### config.mk
export PLATFORM = sky130hd
export DESIGN_NAME = mem_access
export DESIGN_NICKNAME = d
export VERILOG_FILES = /design/src/rtl/mem_access.sv
export SDC_FILE = /design/constraint.sdc
export NUM_CORES = 1
export LEC_CHECK = 0
export ABC_CLOCK_PERIOD_IN_PS = 7600
export CAP_MARGIN = 20
export CORE_MARGIN = 5
export CORE_UTILIZATION = 48
export DETAILED_ROUTE_END_ITERATION = 16
export GPL_ROUTABILITY_DRIVEN = 0
export PLACE_DENSITY = 0.95
export SETUP_SLACK_MARGIN = 0.2
export SYNTH_ARGS = -nofsm -noshare
export SYNTH_HDL_FRONTEND = slang
export SYNTH_SLANG_ARGS = --single-unit
### constraint.sdc
create_clock -name clk -period 7.6 [get_ports clk]
set_clock_uncertainty 0.05 [all_clocks]
set_input_delay 1.14 -clock clk [delete_from_list [all_inputs] [get_ports clk]]
set_output_delay 1.14 -clock clk [all_outputs]
set_load 0.005 [all_outputs]
### src/rtl/mem_access.sv
// MIPS memory stage: issues LW/SW on the data bus with a request/response handshake,
// stalls the pipeline while an access is outstanding and registers the writeback bundle.
//   state     | meaning
//   S_IDLE    | no access outstanding; request for a new aligned mem op driven from in_*
//   S_REQ     | request held on the bus (captured fields) until addr_ok
//   S_WAIT_DATA | request accepted, waiting for data_ok
module mem_access #(
    parameter int ADDR_W = 32,
    parameter int DATA_W = 32
) (
    input  logic              clk,
    input  logic              reset,
    input  logic              in_valid,
    input  logic              in_mem_to_reg,
    input  logic              in_mem_write,
    input  logic              in_reg_write,
    input  logic [4:0]        in_wa,
    input  logic [ADDR_W-1:0] in_addr,
    input  logic [DATA_W-1:0] in_wdata,
    input  logic              flush,
    output logic              dreq_valid,
    output logic [ADDR_W-1:0] dreq_addr,
    output logic [3:0]        dreq_strobe,
    output logic [DATA_W-1:0] dreq_data,
    input  logic              dresp_addr_ok,
    input  logic              dresp_data_ok,
    input  logic [DATA_W-1:0] dresp_data,
    output logic              stall,
    output logic              wb_valid,
    output logic              wb_reg_write,
    output logic [4:0]        wb_wa,
    output logic [DATA_W-1:0] wb_data,
    output logic              wb_misalign
);

    typedef enum logic [1:0] {S_IDLE, S_REQ, S_WAIT_DATA} state_t;

    state_t            r_state, w_state_nxt;
    logic [ADDR_W-1:0] r_addr;
    logic [DATA_W-1:0] r_wdata;
    logic              r_load, r_store, r_rw, r_flushed;
    logic [4:0]        r_wa;
    logic              r_wb_valid, r_wb_rw, r_wb_mis;
    logic [4:0]        r_wb_wa;
    logic [DATA_W-1:0] r_wb_data;

    logic              w_idle, w_mem_op, w_aligned;
    logic [ADDR_W-1:0] w_addr;
    logic [DATA_W-1:0] w_wdata;
    logic              w_load, w_store, w_rw;
    logic [4:0]        w_wa;
    logic              w_req, w_stall, w_capture, w_set_flush;
    logic              w_wb_valid_n, w_wb_rw_n, w_wb_mis_n;
    logic [DATA_W-1:0] w_wb_data_n;

    assign w_idle    = (r_state == S_IDLE);
    assign w_mem_op  = in_valid & (in_mem_to_reg | in_mem_write);
    assign w_aligned = (in_addr[1:0] == 2'b00);

    // In IDLE the request is driven straight from the EX/MEM latch; afterwards from the capture.
    assign w_addr  = w_idle ? in_addr : r_addr;
    assign w_wdata = w_idle ? in_wdata : r_wdata;
    assign w_load  = w_idle ? in_mem_to_reg : r_load;
    assign w_store = w_idle ? in_mem_write : r_store;
    assign w_rw    = w_idle ? (in_reg_write & in_mem_to_reg) : r_rw;
    assign w_wa    = w_idle ? in_wa : r_wa;

    always_comb begin
        w_state_nxt  = r_state;
        w_req        = 1'b0;
        w_stall      = 1'b0;
        w_capture    = 1'b0;
        w_set_flush  = 1'b0;
        w_wb_valid_n = 1'b0;
        w_wb_rw_n    = 1'b0;
        w_wb_mis_n   = 1'b0;
        w_wb_data_n  = DATA_W'(w_addr);
        case (r_state)
            S_IDLE: begin
                if (in_valid && !flush) begin
                    if (w_mem_op && w_aligned) begin
                        w_req     = 1'b1;
                        w_stall   = 1'b1;
                        w_capture = 1'b1;
                        if (dresp_addr_ok && dresp_data_ok) begin
                            w_stall      = 1'b0;
                            w_wb_valid_n = 1'b1;
                            w_wb_rw_n    = w_rw;
                            if (w_load) w_wb_data_n = dresp_data;
                        end else if (dresp_addr_ok) begin
                            w_state_nxt = S_WAIT_DATA;
                        end else begin
                            w_state_nxt = S_REQ;
                        end
                    end else if (w_mem_op) begin
                        w_wb_valid_n = 1'b1;
                        w_wb_mis_n   = 1'b1;
                    end else begin
                        w_wb_valid_n = 1'b1;
                        w_wb_rw_n    = in_reg_write;
                    end
                end
            end
            S_REQ: begin
                if (flush) begin
                    w_state_nxt = S_IDLE;
                end else begin
                    w_req   = 1'b1;
                    w_stall = 1'b1;
                    if (dresp_addr_ok && dresp_data_ok) begin
                        w_stall      = 1'b0;
                        w_state_nxt  = S_IDLE;
                        w_wb_valid_n = 1'b1;
                        w_wb_rw_n    = w_rw;
                        if (w_load) w_wb_data_n = dresp_data;
                    end else if (dresp_addr_ok) begin
                        w_state_nxt = S_WAIT_DATA;
                    end
                end
            end
            S_WAIT_DATA: begin
                // Once accepted the bus transaction must close; a flush only hides the result.
                w_stall     = 1'b1;
                w_set_flush = flush;
                if (dresp_data_ok) begin
                    w_stall     = 1'b0;
                    w_state_nxt = S_IDLE;
                    if (!r_flushed && !flush) begin
                        w_wb_valid_n = 1'b1;
                        w_wb_rw_n    = w_rw;
                        if (w_load) w_wb_data_n = dresp_data;
                    end
                end
            end
            default: w_state_nxt = S_IDLE;
        endcase
    end

    always_ff @(posedge clk or posedge reset) begin
        if (reset) begin
            r_state    <= S_IDLE;
            r_addr     <= '0;
            r_wdata    <= '0;
            r_load     <= 1'b0;
            r_store    <= 1'b0;
            r_rw       <= 1'b0;
            r_wa       <= '0;
            r_flushed  <= 1'b0;
            r_wb_valid <= 1'b0;
            r_wb_rw    <= 1'b0;
            r_wb_mis   <= 1'b0;
            r_wb_wa    <= '0;
            r_wb_data  <= '0;
        end else begin
            r_state <= w_state_nxt;
            if (w_capture) begin
                r_addr    <= in_addr;
                r_wdata   <= in_wdata;
                r_load    <= in_mem_to_reg;
                r_store   <= in_mem_write;
                r_rw      <= in_reg_write & in_mem_to_reg;
                r_wa      <= in_wa;
                r_flushed <= 1'b0;
            end else if (w_set_flush) begin
                r_flushed <= 1'b1;
            end
            r_wb_valid <= w_wb_valid_n;
            r_wb_rw    <= w_wb_valid_n & w_wb_rw_n;
            r_wb_mis   <= w_wb_valid_n & w_wb_mis_n;
            if (w_wb_valid_n) begin
                r_wb_wa   <= w_wa;
                r_wb_data <= w_wb_data_n;
            end
        end
    end

    // Combinational bus/stall outputs are forced low while reset is held.
    assign dreq_valid   = w_req & ~reset;
    assign stall        = w_stall & ~reset;
    assign dreq_addr    = w_addr;
    assign dreq_data    = w_wdata;
    assign dreq_strobe  = w_store ? 4'hf : 4'h0;
    assign wb_valid     = r_wb_valid;
    assign wb_reg_write = r_wb_rw;
    assign wb_misalign  = r_wb_mis;
    assign wb_wa        = r_wb_wa;
    assign wb_data      = r_wb_data;

endmodule

* Word level (Yosys, flattened, before mapping)
Cells that the tools add are included.
** Storage, ports and cells
- Register bits :: 115
- Latch bits :: 0
- Bits in writable memories :: 0
- ROM bits :: 0
- Bits of input ports :: 110
- Output and inout bits :: 110
- Memories kept :: 0
** Operators by class
- Add/sub/neg operators :: 0
- Multiply operators :: 0
- Div/mod/pow operators :: 0
- Order comparisons :: 0
- Equality and inequality tests :: 7
- Shifts and indexed selects :: 0
- Multiplexer cells :: 57
- Bitwise logic cells :: 8
- Reductions and logical operators :: 10
** Operators by type and width (number)
- two-way mux 32 bit :: 9
- case mux 32 bit (3 select lines) :: 1
- two-way mux 1 bit :: 32
- two-way mux 2 bit :: 8
- case mux 1 bit (3 select lines) :: 3
- AND 1 bit :: 6
- case mux 2 bit (3 select lines) :: 1
- two-way mux 5 bit :: 1
- AND reduction 5 bit :: 1
- logical AND 1 bit :: 4
- zero test 2 bit :: 2
- two-way mux 4 bit :: 1
- != test 2 x 1 -> 1 bit, second input constant :: 2
- != test 2 bit, second input constant :: 2
- != test 4 bit, second input constant :: 1
- == test 2 x 1 -> 1 bit, second input constant :: 1
- == test 2 bit, second input constant :: 1
- zero test 1 bit :: 2
- case mux 1 bit (2 select lines) :: 1
- nonzero test 2 bit :: 1
- inverter 1 bit :: 1
- bitwise OR 1 bit :: 1

* Longest topological paths before layout
Gate-level depths: netlist (run 1).
- Depth after elaboration :: 7
- Mapped depth :: 8
- Gate-level depth less buffers :: 5

* Worst setup path after synthesis (run 1)
Ideal clock, no wire load.
- Path kind :: input port to output port
- Start :: input port in_addr[0]
- End :: output port stall
- Arrival time :: 2134 ps
- Data required time :: 6410 ps
- Path slack :: 4276 ps
- Stages :: 5
- Buffers on the path :: 0
- Path through :: nor2_1 a31oi_2 a2111oi_0 a21oi_1 nor2_1
** Between the ends
- Word-level cells in the longest chain between the ends :: 6
** RTL lines
- start: declaration :: RTL line 18 : input logic [ADDR_W-1:0] in_addr,
- zero test 2 bit :: RTL line 58 : assign w_aligned = (in_addr[1:0] == 2'b00);
- logical AND 1 bit :: RTL line 81 : if (w_mem_op && w_aligned) begin
- two-way mux 1 bit :: RTL line 81
- two-way mux 1 bit :: RTL line 80 : if (in_valid && !flush) begin
- case mux 1 bit (3 select lines) :: RTL line 78 : case (r_state)
- AND 1 bit :: RTL line 179 : assign stall = w_stall & ~reset;
- end: declaration :: RTL line 28 : output logic stall,
No other way between the ends.

* Worst setup path after layout (run 1)
- Start :: input port in_addr[1]
- End :: output port stall
The elaborated chain is that of the path after synthesis.

==> results of run 1 <==
-- flip-flops by register name, summed over array words and instances (netlist names) --
signal / flops
wb_reg_write: 1
wb_wa: 5
r_load: 1
r_rw: 1
wb_misalign: 1
r_wa: 5
r_flushed: 1
wb_valid: 1
wb_data: 32
r_state: 2
r_store: 1
r_addr: 32
r_wdata: 32
-- logic make-up (layout without fill, tap and decap cells) --
| family | after synthesis | after routing | share of synthesized area (%) |
|---|---|---|---|
| flops | 115 | 115 | 49.5 |
| simple gates | 72 | 72 | 5.74 |
| buf+inv | 38 | 257 | 3.74 |
| mux | 139 | 139 | 26.8 |
| compound gates | 86 | 86 | 14.3 |
-- power by group --
part	internal, uW	switching, uW	leakage (uW)
combinational	274	170	0.00189
sequential	744	69.5	0.00137
clock	461	256	0.000265
-- layer usage --
| layer | global-route usage (%) | vias to the layer above | share of wire, % |
|---|---|---|---|
| li1 | - | 2038 | - |
| met1 | 25.0 | 2187 | 39 |
| met2 | 40.4 | 184 | 51 |
| met3 | 7.59 | 33 | 7.4 |
| met4 | 8.80 | 0 | 2.5 |
| met5 | 0 | - | 0 |
-- through the flow --
step | cells | setup slack (ns) | area (sq um) | power [uW] | hold WS, ns
finish | 816 | 3.10 | 8610 | 1970 | 0.432
global route | 816 | 2.99 | 8610 | 2070 | 0.448
CTS | 815 | 3.12 | 8590 | 1990 | 0.436
detailed placement | 784 | 3.13 | 8060 | 1270 | 0.421
global placement | 784 | 3.24 | 8060 | 1240 | 0.417
floorplan | 450 | 3.37 | 5820 | 1010 | 0.397
-- worst paths after layout --
path	from	end	slack, ns	cells after the start
worst min-delay path	r_addr[24]	r_addr[24]	0.43	1
max in group asynchronous	reset	r_addr[28]	5.05	3
worst max register to register	r_state[1]	wb_data[12]	4.42	5
min in group asynchronous	reset	r_rw	1.22	2
worst min register to register	r_addr[24]	r_addr[24]	0.43	1
worst max-delay path	in_addr[1]	stall	3.10	7
-- synth_stat cells (2+ instances only) --
library cell  number
a21oi_1           12
buf_4              7
a21oi_2           30
nor2_1            48
nand2_1            3
dfrtp_1          115
clkbuf_1           5
or2_1              2
mux2_2            65
inv_1              2
a22oi_2           30
buf_2             21
nor4_1             2
nor3b_1            2
and2_1             2
mux2_1            69
nor2b_1            3
o21ai_0            2
nand3_1            2
mux2i_1            5
a22oi_1            2
buf_6              3
-- area by class of cell --
| cell class | instances | area (sq um) |
|---|---|---|
| Fill cell | 781 | 3350 |
| Timing Repair Buffer | 224 | 2240 |
| Inverter | 2 | 10.0 |
| Sequential cell | 115 | 2880 |
| Clock buffer | 25 | 475 |
| Multi-Input combinational cell | 297 | 2770 |
| Clock inverter | 6 | 55.1 |
| Tap cell | 147 | 184 |
==> qor.yml, run 1 <==
yosys:
  avgSynthCellArea_sq_um: 12.9
  syn_area_sq_mm: 0.00582
  seq_area_frac_synth_pct: 49.5
  synthDistinctLibCells: 40
  netlist_instances: 450
  synthTopCellsByArea: "dfrtp_1 (49%), mux2_1 (13%), mux2_2 (13%)"
  async_flop_share_pct: 100
  synth_top_area_share_pct: 49.5
  yosys_warnings: 0
  synthesis.nets: 560
  ys.flop_type: "dfrtp_1"
  yosysTopAreaCell: "dfrtp_1"
  synth_edf_count: 0
  ys_ff_latch: 115
clock_tree:
  cts_inserted_buffers: 17
  clock_sinks: 115
  cts_root_buffer: "clkbuf_16"
  hold_buffers: 0
  cts_setup_buffers: 0
  cts.clk_slew.worst_paths_ns: 0.05
  cts-htree-levels: 4
  cts_resized: 0
  cts_tree: "yes"
  clockBufferDepth: 2
  clk_latency_ns: 0.40
floorplanning:
  die_h_microns: 120
  ios: 220
  start_util_pct: 48.6
  core_area_sq_mm: 0.0120
  dieWidth_microns: 120
  core.rowCount: 40
  die_area_sq_mm: 0.0144
placement:
  hpwl_microns: 11600
  portBuffers: 219
timing:
  slew_headroom_pct: 31.0
  rsz0062_at_grt: "false"
  slew_viol_final: 0
  min_period_over_period_pct: 59.2
  max_freq_mhz: 222
  setup_viol: 0
  fin_tns_setup_ns: 0
  finalHoldViolCount: 0
  tightest_slew_ns: 1.03
  fin_crit_ns: 4.50
worst_setup_path:
  critPathTopFamily: "buffers and inverters"
  crit_path_start_kind: "input port"
  cp_max_fo: 6
  arrival_ns: 3.31
  crit_type: "input port to primary output"
  crit_chain: "clkdlybuf4s50_1 -> nor2_1 -> a31oi_2 -> a2111oi_0 -> a21oi_1 -> nor2_1 -> clkdlybuf4s50_1"
  endpoint_kind: "primary output"
  cp_slowest_cell: "clkdlybuf4s50_1"
  required_ns: 6.41
  max_stage_delay_ns: 0.52
  path_buf_inv: 2
routing:
  drtPass1Iterations: 4
  wl_microns: 16100
  drc: 0
  vias_per_cell: 5.44
  drt_iter0_drc: 197
  wl_per_cell_microns: 19.7
  antenna_left: 0
  via_count: 4442
final_layout:
  n_antenna_cell: 0
  finalNetCount: 767
  mostFrequentLayoutCell: "clkdlybuf4s50_1"
  drive_gt1_share_pct: 24.5
  syn2layout_area_growth_pct: 48.0
  fin_util_pct: 72.0
  final_cell_mix: "clkdlybuf4s50_1 (219), dfrtp_1 (115), mux2_1 (69)"
global_routing:
  grt_max_degree: 76
  antenna_found_initial: 0
  grt_pass1_wl_microns: 25600
  grt_pass1_vias: 4972
  grt_overflow_total: 0
  grt_usage_pct: 22.7
run:
  max_cap_violations: 0
run_status:
  status: "complete, no violations"
power:
  p_leak_uw: 0.00352
  powerDensity_mw_per_mm2: 229
  peakVddDrop_v: 0.000126
worst_hold_path:
  hold_path_class: "flop to flop"
No activity file was read; power rests on OpenSTA's default activity.
==> run 2: changes to the inputs <==
- ABC_CLOCK_PERIOD_IN_PS: 7600 -> 4100
- CORE_UTILIZATION: 48 -> 40
- PLACE_DENSITY: 0.95 -> 0.86
- clock period: 7.6 -> 4.1 ns (I/O delays scaled with it)
==> qor.yml, run 2 (same netlist as run 1, synthesis figures left out) <==
run_status:
  status: "complete, no violations"
final_layout:
  fill_cells: 1121  # +44%
  instances_no_fill: 857  # +5.0%
  fin_util_pct: 60.6  # -11 points
  finalNetCount: 770  # +0.39%
  drive_gt1_share_pct: 25.7  # +1.2 points
  mostFrequentLayoutCell: "clkdlybuf4s50_1"
  final_cell_mix: "clkdlybuf4s50_1 (219), dfrtp_1 (115), mux2_1 (69)"
  syn2layout_area_growth_pct: 50.2
  multiInputGateArea_sq_mm: 0.00277  # unchanged
  regArea_sq_mm: 0.00288  # unchanged
  n_antenna_cell: 0  # unchanged
global_routing:
  grt_usage_pct: 19.1  # -3.6 points
  antenna_found_initial: 0  # unchanged
  grt_pass1_wl_microns: 25300  # -1.1%
  grt_overflow_total: 0  # unchanged
  grt_pass1_vias: 4879  # -1.9%
  grt_max_degree: 74  # -2.6%
worst_setup_path:
  cp_max_fo: 34  # +28
  crit_chain: "or2_2 -> buf_4 -> mux2_2 -> clkdlybuf4s50_1"
  path_buf_inv: 2  # unchanged
  cp_slowest_cell: "or2_2"
  cp-startpoint: "r_state[1]"
  r2r_start: "r_state[1]"
  crit_cells: 4  # -3
  required_ns: 3.43  # -2.98 ns
  crit_type: "flop to primary output"
  r2r-end: "r_wdata[13]"
  crit_path_start_kind: "flop"
  r2r_slack_ns: 1.03  # -3.39 ns
  critical_path.endpoint: "dreq_addr[11]"
  r2r_cells: 3  # -2
  endpoint_kind: "primary output"
  critPathTopFamily: "simple AND/OR/NAND/NOR gates"
  arrival_ns: 3.02  # -0.29 ns
  max_stage_delay_ns: 0.81  # +0.29 ns
clock_tree:
  cts_root_buffer: "clkbuf_16"
  cts_setup_buffers: 0  # unchanged
  cts.clk_slew.worst_paths_ns: 0.05  # about the same
  clk_latency_ns: 0.41  # about the same
  cts_resized: 0  # unchanged
  cts_inserted_buffers: 17  # unchanged
  clockBufferDepth: 2  # unchanged
  cts-htree-levels: 4  # unchanged
  clock_sinks: 115  # unchanged
  cts_tree: "yes"
  hold_buffers: 0  # unchanged
timing:
  max_freq_mhz: 272
  rsz0062_at_grt: "false"
  slew_viol_final: 0  # unchanged
  slew_headroom_pct: 29.8  # -1.3 points
  timing.hold.ws_ns: 0.433  # +0.00159 ns
  fin_crit_ns: 3.68
  min_period_over_period_pct: 89.8
  tightest_slew_ns: 1.05  # +0.0163 ns
  setup_viol: 0  # unchanged
  fin_tns_setup_ns: 0  # unchanged
  finalHoldViolCount: 0  # unchanged
placement:
  numPlacedInstances: 825  # +5.2%
  hpwl_microns: 11600  # +0.76%
  portBuffers: 219  # unchanged
floorplanning:
  start_util_pct: 40.3  # -8.3 points
  dieWidth_microns: 131  # +8.8%
  core.rowCount: 44  # +10%
  die_h_microns: 131  # +8.8%
  ios: 220  # unchanged
  die_area_sq_mm: 0.0171  # +18%
  core_area_sq_mm: 0.0144  # +21%
routing:
  wl_microns: 16200  # +0.69%
  wl_per_cell_microns: 18.9  # -4.1%
  drtPass1Iterations: 4  # unchanged
  antenna_left: 0  # unchanged
  vias_per_cell: 5.16  # -5.2%
  drt_iter0_drc: 181  # -8.1%
  drc: 0  # unchanged
  via_count: 4423  # -0.43%
power:
  peakVddDrop_v: 0.000325  # +160%
  powerDensity_mw_per_mm2: 429  # +87%
  p_leak_uw: 0.00355  # +0.93%
run:
  max_cap_violations: 0  # unchanged
worst_hold_path:
  hold_path_class: "flop to flop"
==> run 2: cell count changes in the layout (fill, tap and decap cells not counted) <==
cell,previous run,this run
buf_4,4,6
clkbuf_1,6,1
clkbuf_8,2,5
clkinvlp_4,0,3
buf_12,1,2
==> run 2: worst min path at each step <==
| stage | from | depth (start not counted) | to | slack (ns) |
|---|---|---|---|---|
| after floorplan | r_addr[0] | 1 | r_addr[0] | 0.40 |
| after CTS | r_wdata[21] | 1 | r_wdata[21] | 0.44 |
| after global placement | r_addr[0] | 1 | r_addr[0] | 0.42 |
| after detailed placement | r_wdata[5] | 1 | r_wdata[5] | 0.43 |
| after global routing | r_wdata[5] | 1 | r_wdata[5] | 0.45 |
| final | r_wdata[21] | 1 | r_wdata[21] | 0.43 |
==> run 2: worst reg2reg max path: cells and delay by family, from the launching register on <==
| kind | cells | cell delay, ns |
|---|---|---|
| flip-flops | 1 | 0.67 |
| multiplexers | 1 | 0.46 |
| AND/OR/NAND/NOR | 2 | 1.77 |
==> run 2: final cells by class <==
cell class              count  area share (%)
multi-input cells         297            31.7
well taps                 184            2.64
repair buffers            227            26.1
inverters                   2           0.115
flip-flops and latches    115            32.9
clock inverters             9           0.888
clock buffers              23            5.70
==> run 2: per-stage QoR <==
step / instance area, sq um / setup slack (ns) / power (uW)
finish: 8740 / 0.417 / 3750
global route: 8740 / 0.255 / 3940
CTS: 8740 / 0.392 / 3790
detailed placement: 8160 / 0.704 / 2360
global placement: 8160 / 0.733 / 2310
floorplan: 5820 / 0.391 / 1870
==> run 2: power by group <==
| group | internal, uW | leakage, uW | switching (uW) |
|---|---|---|---|
| Clock | 907 | 0.000281 | 511 |
| Combinational | 512 | 0.00190 | 314 |
| Sequential | 1380 | 0.00137 | 127 |
==> run 2: routing by layer <==
metal	part of all wire [%]	wire, microns	global-route usage (%)	up-vias
met4	1.3	217	6.59	0
met3	8.4	1360	6.95	17
li1	-	-	-	2047
met2	50	8030	32.6	153
met5	0	0	0	-
met1	41	6590	22.3	2206
